File: config.mk
export PLATFORM = sky130hd
export DESIGN_NAME = instr_decode_queue
export DESIGN_NICKNAME = d
export VERILOG_FILES = /design/src/rtl/instr_decode_queue.sv
export SDC_FILE = /design/constraint.sdc
export NUM_CORES = 1
export LEC_CHECK = 0
export BUFFER_PORTS_ARGS = -buffer_cell sky130_fd_sc_hd__buf_2
export CORE_UTILIZATION = 54
export DETAILED_ROUTE_END_ITERATION = 16
export MAX_ROUTING_LAYER = met4
export PLACE_DENSITY_LB_ADDON = 0.2
export SLEW_MARGIN = 20
export SYNTH_ARGS = -nofsm -noshare
export SYNTH_HDL_FRONTEND = slang
export SYNTH_SLANG_ARGS = --single-unit
File: constraint.sdc
create_clock -name clk -period 2.75 [get_ports clk]
set_input_delay 0.4125 -clock clk [delete_from_list [all_inputs] [get_ports clk]]
set_output_delay 0.4125 -clock clk [all_outputs]
set_load 0.02 [all_outputs]
File: src/rtl/instr_decode_queue.sv
// instr_decode_queue: prefetch FIFO (in_valid/in_ready push, ir_write pop) feeding an IR with MIPS R/I/J field decode, immediate extension, flush and underflow pulse
module instr_decode_queue #(
  parameter int IW    = 32,
  parameter int DEPTH = 4,
  parameter int XLEN  = 32,
  parameter int CW    = 3
) (
  input  logic            clk,
  input  logic            rst,
  input  logic            in_valid,
  input  logic [IW-1:0]   in_ins,
  output logic            in_ready,
  input  logic            ir_write,
  input  logic            flush,
  output logic            ir_valid,
  output logic            underflow,
  output logic [5:0]      opcode,
  output logic [4:0]      rs,
  output logic [4:0]      rt,
  output logic [4:0]      rd,
  output logic [4:0]      shamt,
  output logic [5:0]      funct,
  output logic [15:0]     imm,
  output logic [XLEN-1:0] imm_ext,
  output logic [25:0]     jtarget,
  output logic [1:0]      fmt,
  output logic [CW-1:0]   count
);
  localparam int AW = $clog2(DEPTH);
  logic [31:0]   mem_q [DEPTH];
  logic [AW-1:0] wr_q, rd_q;
  logic [CW-1:0] cnt_q, cnt_d;
  logic [31:0]   ir_q;
  logic          ir_valid_q, uf_q, push, pop, empty;
  assign empty    = cnt_q == '0;
  assign in_ready = cnt_q < CW'(DEPTH);
  assign push     = in_valid && in_ready;
  assign pop      = ir_write && !empty;
  assign cnt_d    = cnt_q + CW'(push) - CW'(pop);
  always_ff @(posedge clk)
    if (push && !flush) mem_q[wr_q] <= in_ins[31:0];
  always_ff @(posedge clk or posedge rst)
    if (rst) begin
      wr_q       <= '0;
      rd_q       <= '0;
      cnt_q      <= '0;
      ir_q       <= '0;
      ir_valid_q <= 1'b0;
      uf_q       <= 1'b0;
    end else if (flush) begin
      wr_q       <= '0;
      rd_q       <= '0;
      cnt_q      <= '0;
      ir_q       <= '0;
      ir_valid_q <= 1'b0;
      uf_q       <= 1'b0;
    end else begin
      wr_q       <= push ? wr_q + AW'(1) : wr_q;
      rd_q       <= pop ? rd_q + AW'(1) : rd_q;
      cnt_q      <= cnt_d;
      ir_q       <= pop ? mem_q[rd_q] : ir_q;
      ir_valid_q <= ir_write ? !empty : ir_valid_q;
      uf_q       <= ir_write && empty;
    end
  assign ir_valid  = ir_valid_q;
  assign underflow = uf_q;
  assign count     = cnt_q;
  assign opcode    = ir_q[31:26];
  assign rs        = ir_q[25:21];
  assign rt        = ir_q[20:16];
  assign rd        = ir_q[15:11];
  assign shamt     = ir_q[10:6];
  assign funct     = ir_q[5:0];
  assign imm       = ir_q[15:0];
  assign jtarget   = ir_q[25:0];
  always_comb begin
    fmt     = opcode == 6'h00 ? 2'd0 : (opcode == 6'h02 || opcode == 6'h03) ? 2'd2 : 2'd1;
    imm_ext = (opcode inside {6'h0C, 6'h0D, 6'h0E}) ? XLEN'(imm) : XLEN'($signed(imm));
  end
endmodule

Word-level counts from Yosys, hierarchy flattened
Memories as Yosys holds them, arrays and structs flattened.
Cells that the tools add are included.
{"block": "word_totals", "register_bits": 41, "mem_bits_rw": 128, "inputBits": 37, "output_inout_bits": 114, "word_cells": 45, "mem_count": 1}
{"memory": "mem_q", "words": 4, "word_bits": 32, "rd": 1, "rd_clocked_by_memory_dff": 0, "wr": 1, "line": "30", "rtl": "logic [31:0] mem_q [DEPTH];"}
{"block": "op_classes", "add_sub_neg": 4, "n_lt_le_gt_ge": 1, "n_eq_ne": 5, "muxes": 15, "n_reduce_logical": 13}
{"cell": "$mux W32", "n": 3}
{"cell": "$eq A6 B4 Y1 const B", "n": 3}
{"cell": "$eq A6 B2 Y1 const B", "n": 2}
{"cell": "$mux W2", "n": 6}
{"cell": "$logic_not A6 Y1", "n": 1}
{"cell": "$reduce_bool A2 Y1", "n": 3}
{"cell": "$mux W1", "n": 5}
{"cell": "$add A2 B1 Y2 const B", "n": 2}
{"cell": "$logic_and A1 B1 Y1", "n": 4}
{"cell": "$add A3 B1 Y3", "n": 1}
{"cell": "$logic_not A3 Y1", "n": 1}
{"cell": "$lt A3 B3 Y1 const B", "n": 1}
{"cell": "$mux W3", "n": 1}
{"cell": "$reduce_bool A3 Y1", "n": 1}
{"cell": "$sub A3 B1 Y3", "n": 1}
{"cell": "$logic_not A1 Y1", "n": 2}
{"cell": "$logic_or A1 B1 Y1", "n": 1}

Depth between registers and ports, before layout
{"block": "logic_depth", "depth_word": 5, "ltp_mapped": 9, "mapped_depth_nobuf": 9}

Worst setup path after synthesis
Ideal clock, no wire load.
{"block": "synth_timing", "kind": "reg-to-reg", "startpoint": "register cnt_q[2], in the netlist count[2]", "endpoint": "memory mem_q[0][0], enable pin", "setup_time_ps": 392, "arrival_ps": 1777, "required_ps": 2358, "slack_ps": 581, "path_stages_with_launch": 5, "path_buffers": 0, "period_less_slack_ps": 2169, "path_cell_list": "dfrtp_1 -> nor2b_1 -> inv_1 -> nor2_1 -> and2_1"}
{"block": "synth_via", "elab_chain_len": 5}
{"item": "from (decl)", "line": "32", "rtl": "logic [CW-1:0] cnt_q, cnt_d;"}
{"item": "from (signal assigned)", "line": "60", "rtl": "cnt_q <= cnt_d;"}
{"item": "$lt A3 B3 Y1", "line": "36", "rtl": "assign in_ready = cnt_q < CW'(DEPTH);"}
{"item": "$logic_and A1 B1 Y1", "line": "37", "rtl": "assign push = in_valid && in_ready;"}
{"item": "$logic_and A1 B1 Y1", "line": "41", "rtl": "if (push && !flush) mem_q[wr_q] <= in_ins[31:0];"}
{"item": "$mux W1", "line": "41"}
{"item": "$mux W1 (implied by the code)", "line": "41"}
{"item": "to (decl)", "line": "30"}
Every way passes these cells.

Worst setup path in the final report
{"block": "layout_timing", "startpoint": "register cnt_q[2], in the netlist count[2]", "endpoint": "register cnt_q[2], in the netlist count[2]"}
{"block": "layout_via", "elab_chain_len": 5, "elab_cells_between_ends": 8, "cone_classes": "2 x add/sub; 1 x order compare; 1 x mux; 4 x reduce/logical"}
{"item": "$lt A3 B3 Y1 / $logic_not A3 Y1 (equally long branches)", "line": "36, 35"}
{"item": "$logic_and A1 B1 Y1 / $logic_not A1 Y1 (equally long branches)", "line": "37, 38"}
{"item": "$add A3 B1 Y3 / $logic_and A1 B1 Y1 (equally long branches)", "line": "39, 38"}
{"item": "$sub A3 B1 Y3 *", "line": "39", "rtl": "assign cnt_d = cnt_q + CW'(push) - CW'(pop);"}
{"item": "$mux W3 *", "line": "50", "rtl": "end else if (flush) begin"}
Every way passes the cells marked *; elsewhere a longest branch is shown, timed or not.
A chain may end at the register's enable or synchronous reset.

==> impl_metrics.csv <==
group,metric,value,unit
run_status,status,"finished, final reports clean",
logic_synthesis,synth.avg_cell_area,18.5,µm²
die,ios,151,
timing,fin_setup_tns,0,ns
timing,maxSlewViolCount,0,
setup_path,critical_path.max_fanout,7,
timing,max_slew_margin,0.420,
timing,min_period_over_period,0.778,
grt,grt_pass1_vias,3410,
placement,io_buffer_count,150,
final_layout,final_util,0.646,
die,dieArea,13200,µm²
hold_path,hold_class,"primary input to asynchronous set/reset pin",
die,design.core.area,12200,µm²
placement,place_ws,0.602,ns
clock_tree,post_cts_resized,0,
clock_tree,numClockSinks,169,
timing,hold_viol,0,
timing,rsz0062_at_grt,"false",
final_layout,drive_gt1_frac,0.474,
detailed_routing,drc_errors,0,
flow_run,maxCapViolCount,0,
final_layout,area_growth,14.7,%
logic_synthesis,synth_cells,371,
grt,grt_max_degree,34,
clock_tree,numCtsBuffers,17,
clock_tree,clk_pin_slew,0.06,ns
detailed_routing,antenna_left,0,
clock_tree,cts_setup_buffers,0,
power,irDropWorstVdd,0.467,mV
detailed_routing,dr.pass1.iters,4,
placement,place_area,7330,µm²
timing,fin_worst_skew,0.00441,ns
clock_tree,worstSkewPairLatency,0.41,ns
final_layout,stdcell_area,7880,µm²
power,leakage,3.25,nW
logic_synthesis,yosys_warnings,0,
timing,max_freq,0.467,GHz
logic_synthesis,ys_seq_elements,169,
timing,min_period,2.14,ns
die,die_height,115,µm
clock_tree,cts_root_buf,"clkbuf_16",
grt,grt.total_usage,0.207,
timing,worstMarginPinSlew,0.869,ns
die,rows,40,
clock_tree,htreeDepth,4,
clock_tree,cts_hold_buf,0,
die,fp.dieW,115,µm
logic_synthesis,syn_area,6880,µm²
grt,grt_overflow_total,0,
placement,gp_congestion,0.779,
grt,grt_antenna_before_repair,0,
placement,detailed_place_hpwl,7650,µm
logic_synthesis,yosysUniqueCellTypes,28,
final_layout,fin_nets,508,
clock_tree,cts_max_path_buffers,2,
final_layout,num_antenna_cells,0,
setup_path,criticalPathCategory,"register to register",
timing,setup_violations,0,
logic_synthesis,synth-seq-area-share,0.708,
die,initial_core_util,0.563,
power,total_power,7.47,mW
grt,grt_pass1_wl,18500,µm
setup_path,crit_arrival,2.43,ns
detailed_routing,drt_wl_total,12200,µm
timing,fin_ws,0.610,ns
setup_path,crit_required,3.04,ns
final_layout,fillCellCount,857,
setup_path,end_kind,"register",
detailed_routing,dr_total_vias,3487,
detailed_routing,vias_per_cell,5.41,
clock_tree,cts_tree,"done",
setup_path,cp-start-kind,"register",
detailed_routing,routedWlPerCell,18.9,µm
power,power.density,948,nW/µm²
logic_synthesis,synthesis.nets,415,
detailed_routing,drt_iter0_drc,151,
[through the flow]
| step | hold WS, ns | instances |
|---|---|---|
| floorplan | 0.511 | 371 |
| global route | 0.0941 | 645 |
| global placement | 0.500 | 613 |
| finish | 0.0473 | 645 |
| detailed placement | 0.508 | 613 |
| CTS | 0.0605 | 645 |
[report_power, final]
group	internal, mW	leakage, nW	switching (mW)
combinational	0.823	1.26	1.15
clock	1.35	0.275	0.877
sequential	3.01	1.71	0.270
[final cells by class]
class	count	area, µm²	share of cell area
flip-flops and latches	169	4870	0.618
multi-input cells	105	1330	0.169
repair buffers	162	878	0.111
clock buffers	22	454	0.0576
well taps	168	210	0.0267
clock inverters	10	101	0.0129
inverters	9	33.8	0.00429
[critical path: stages (launching register included)]
cell     delay [ns]
dfrtp_1        0.47
o31a_1         0.42
ha_1           0.31
inv_1          0.06
ha_1           0.13
inv_1          0.05
fa_1           0.37
xnor2_1        0.16
nor2_1         0.05
[flip-flops by register name (all words and copies together), names as in the netlist]
register,cells
count,3
ir_q,32
ir_valid,1
mem_q,128
rd_q,2
underflow,1
wr_q,2
[Yosys cell counts]
cell type,n,share of area
nand2_1,3,0.0016
and2_1,5,0.0045
nor3b_1,1,0.0011
clkbuf_1,5,0.0027
edfxtp_1,128,0.56
o31a_1,2,0.0025
a22o_1,32,0.041
nor2b_1,2,0.0018
mux4_2,28,0.092
xor2_1,2,0.0025
nor3_2,1,0.0015
buf_2,3,0.0022
nor4_1,1,0.00091
nor2_4,1,0.0016
dfrtp_1,41,0.15
mux4_1,4,0.015
o21ai_0,1,0.00073
nor3_1,1,0.00073
ha_1,6,0.011
o311ai_0,1,0.0013
a21oi_1,2,0.0015
inv_1,9,0.0049
buf_4,76,0.083
fa_1,1,0.0029
nor2_1,7,0.0038
buf_6,4,0.0066
xnor2_1,3,0.0038
nand3_1,1,0.00073
[kinds of logic after synthesis]
family          share of synthesized area
compound gates                     0.0468
simple gates                       0.0184
buf+inv                            0.0994
xor+xnor                          0.00637
flops                               0.708
mux                                 0.107
fa+ha+maj                          0.0138
[routing by layer]
layer | part of all wire | GRT usage | routed length, µm
met5 | 0 | - | 0
met4 | 0.013 | 0.0970 | 158
met3 | 0.061 | 0.0448 | 740
met2 | 0.50 | 0.326 | 6080
met1 | 0.43 | 0.260 | 5180
[path summary, 6_finish.rpt]
| kind | from | endpoint | slack [ns] | cells past startpoint |
|---|---|---|---|---|
| max | count[2]$_DFF_PP0_ | count[2]$_DFF_PP0_ | 0.61 | 8 |
| min | rst | ir_q[14]$_DFFE_PP0P_ | 0.05 | 2 |
| max reg2reg | count[2]$_DFF_PP0_ | count[2]$_DFF_PP0_ | 0.61 | 8 |
| min reg2reg | ir_q[21]$_DFFE_PP0P_ | ir_q[21]$_DFFE_PP0P_ | 0.52 | 1 |
| max in group asynchronous | rst | ir_q[25]$_DFFE_PP0P_ | 2.02 | 3 |
| min in group clk | in_ins[12] | mem_q[1][12]$_DFFE_PP_ | 0.22 | 1 |
[cells in the final DEF, fill, tap and decap left out, types with 2 or more instances in the layout]
cell type	Yosys	final
a21oi_1	2	2
a22o_1	32	32
and2_2	0	4
buf_12	0	3
buf_2	3	150
buf_4	76	9
bufinv_16	0	2
clkbuf_1	5	4
clkbuf_16	0	17
clkinv_2	0	6
dfrtp_1	41	39
dfrtp_2	0	2
edfxtp_1	128	128
ha_1	6	6
inv_1	9	8
mux4_1	4	4
mux4_2	28	28
nand2_1	3	3
nor2_1	7	7
nor2b_1	2	2
o31a_1	2	2
xnor2_1	3	3
xor2_1	2	2
No activity file was read; power rests on OpenSTA's default activity.
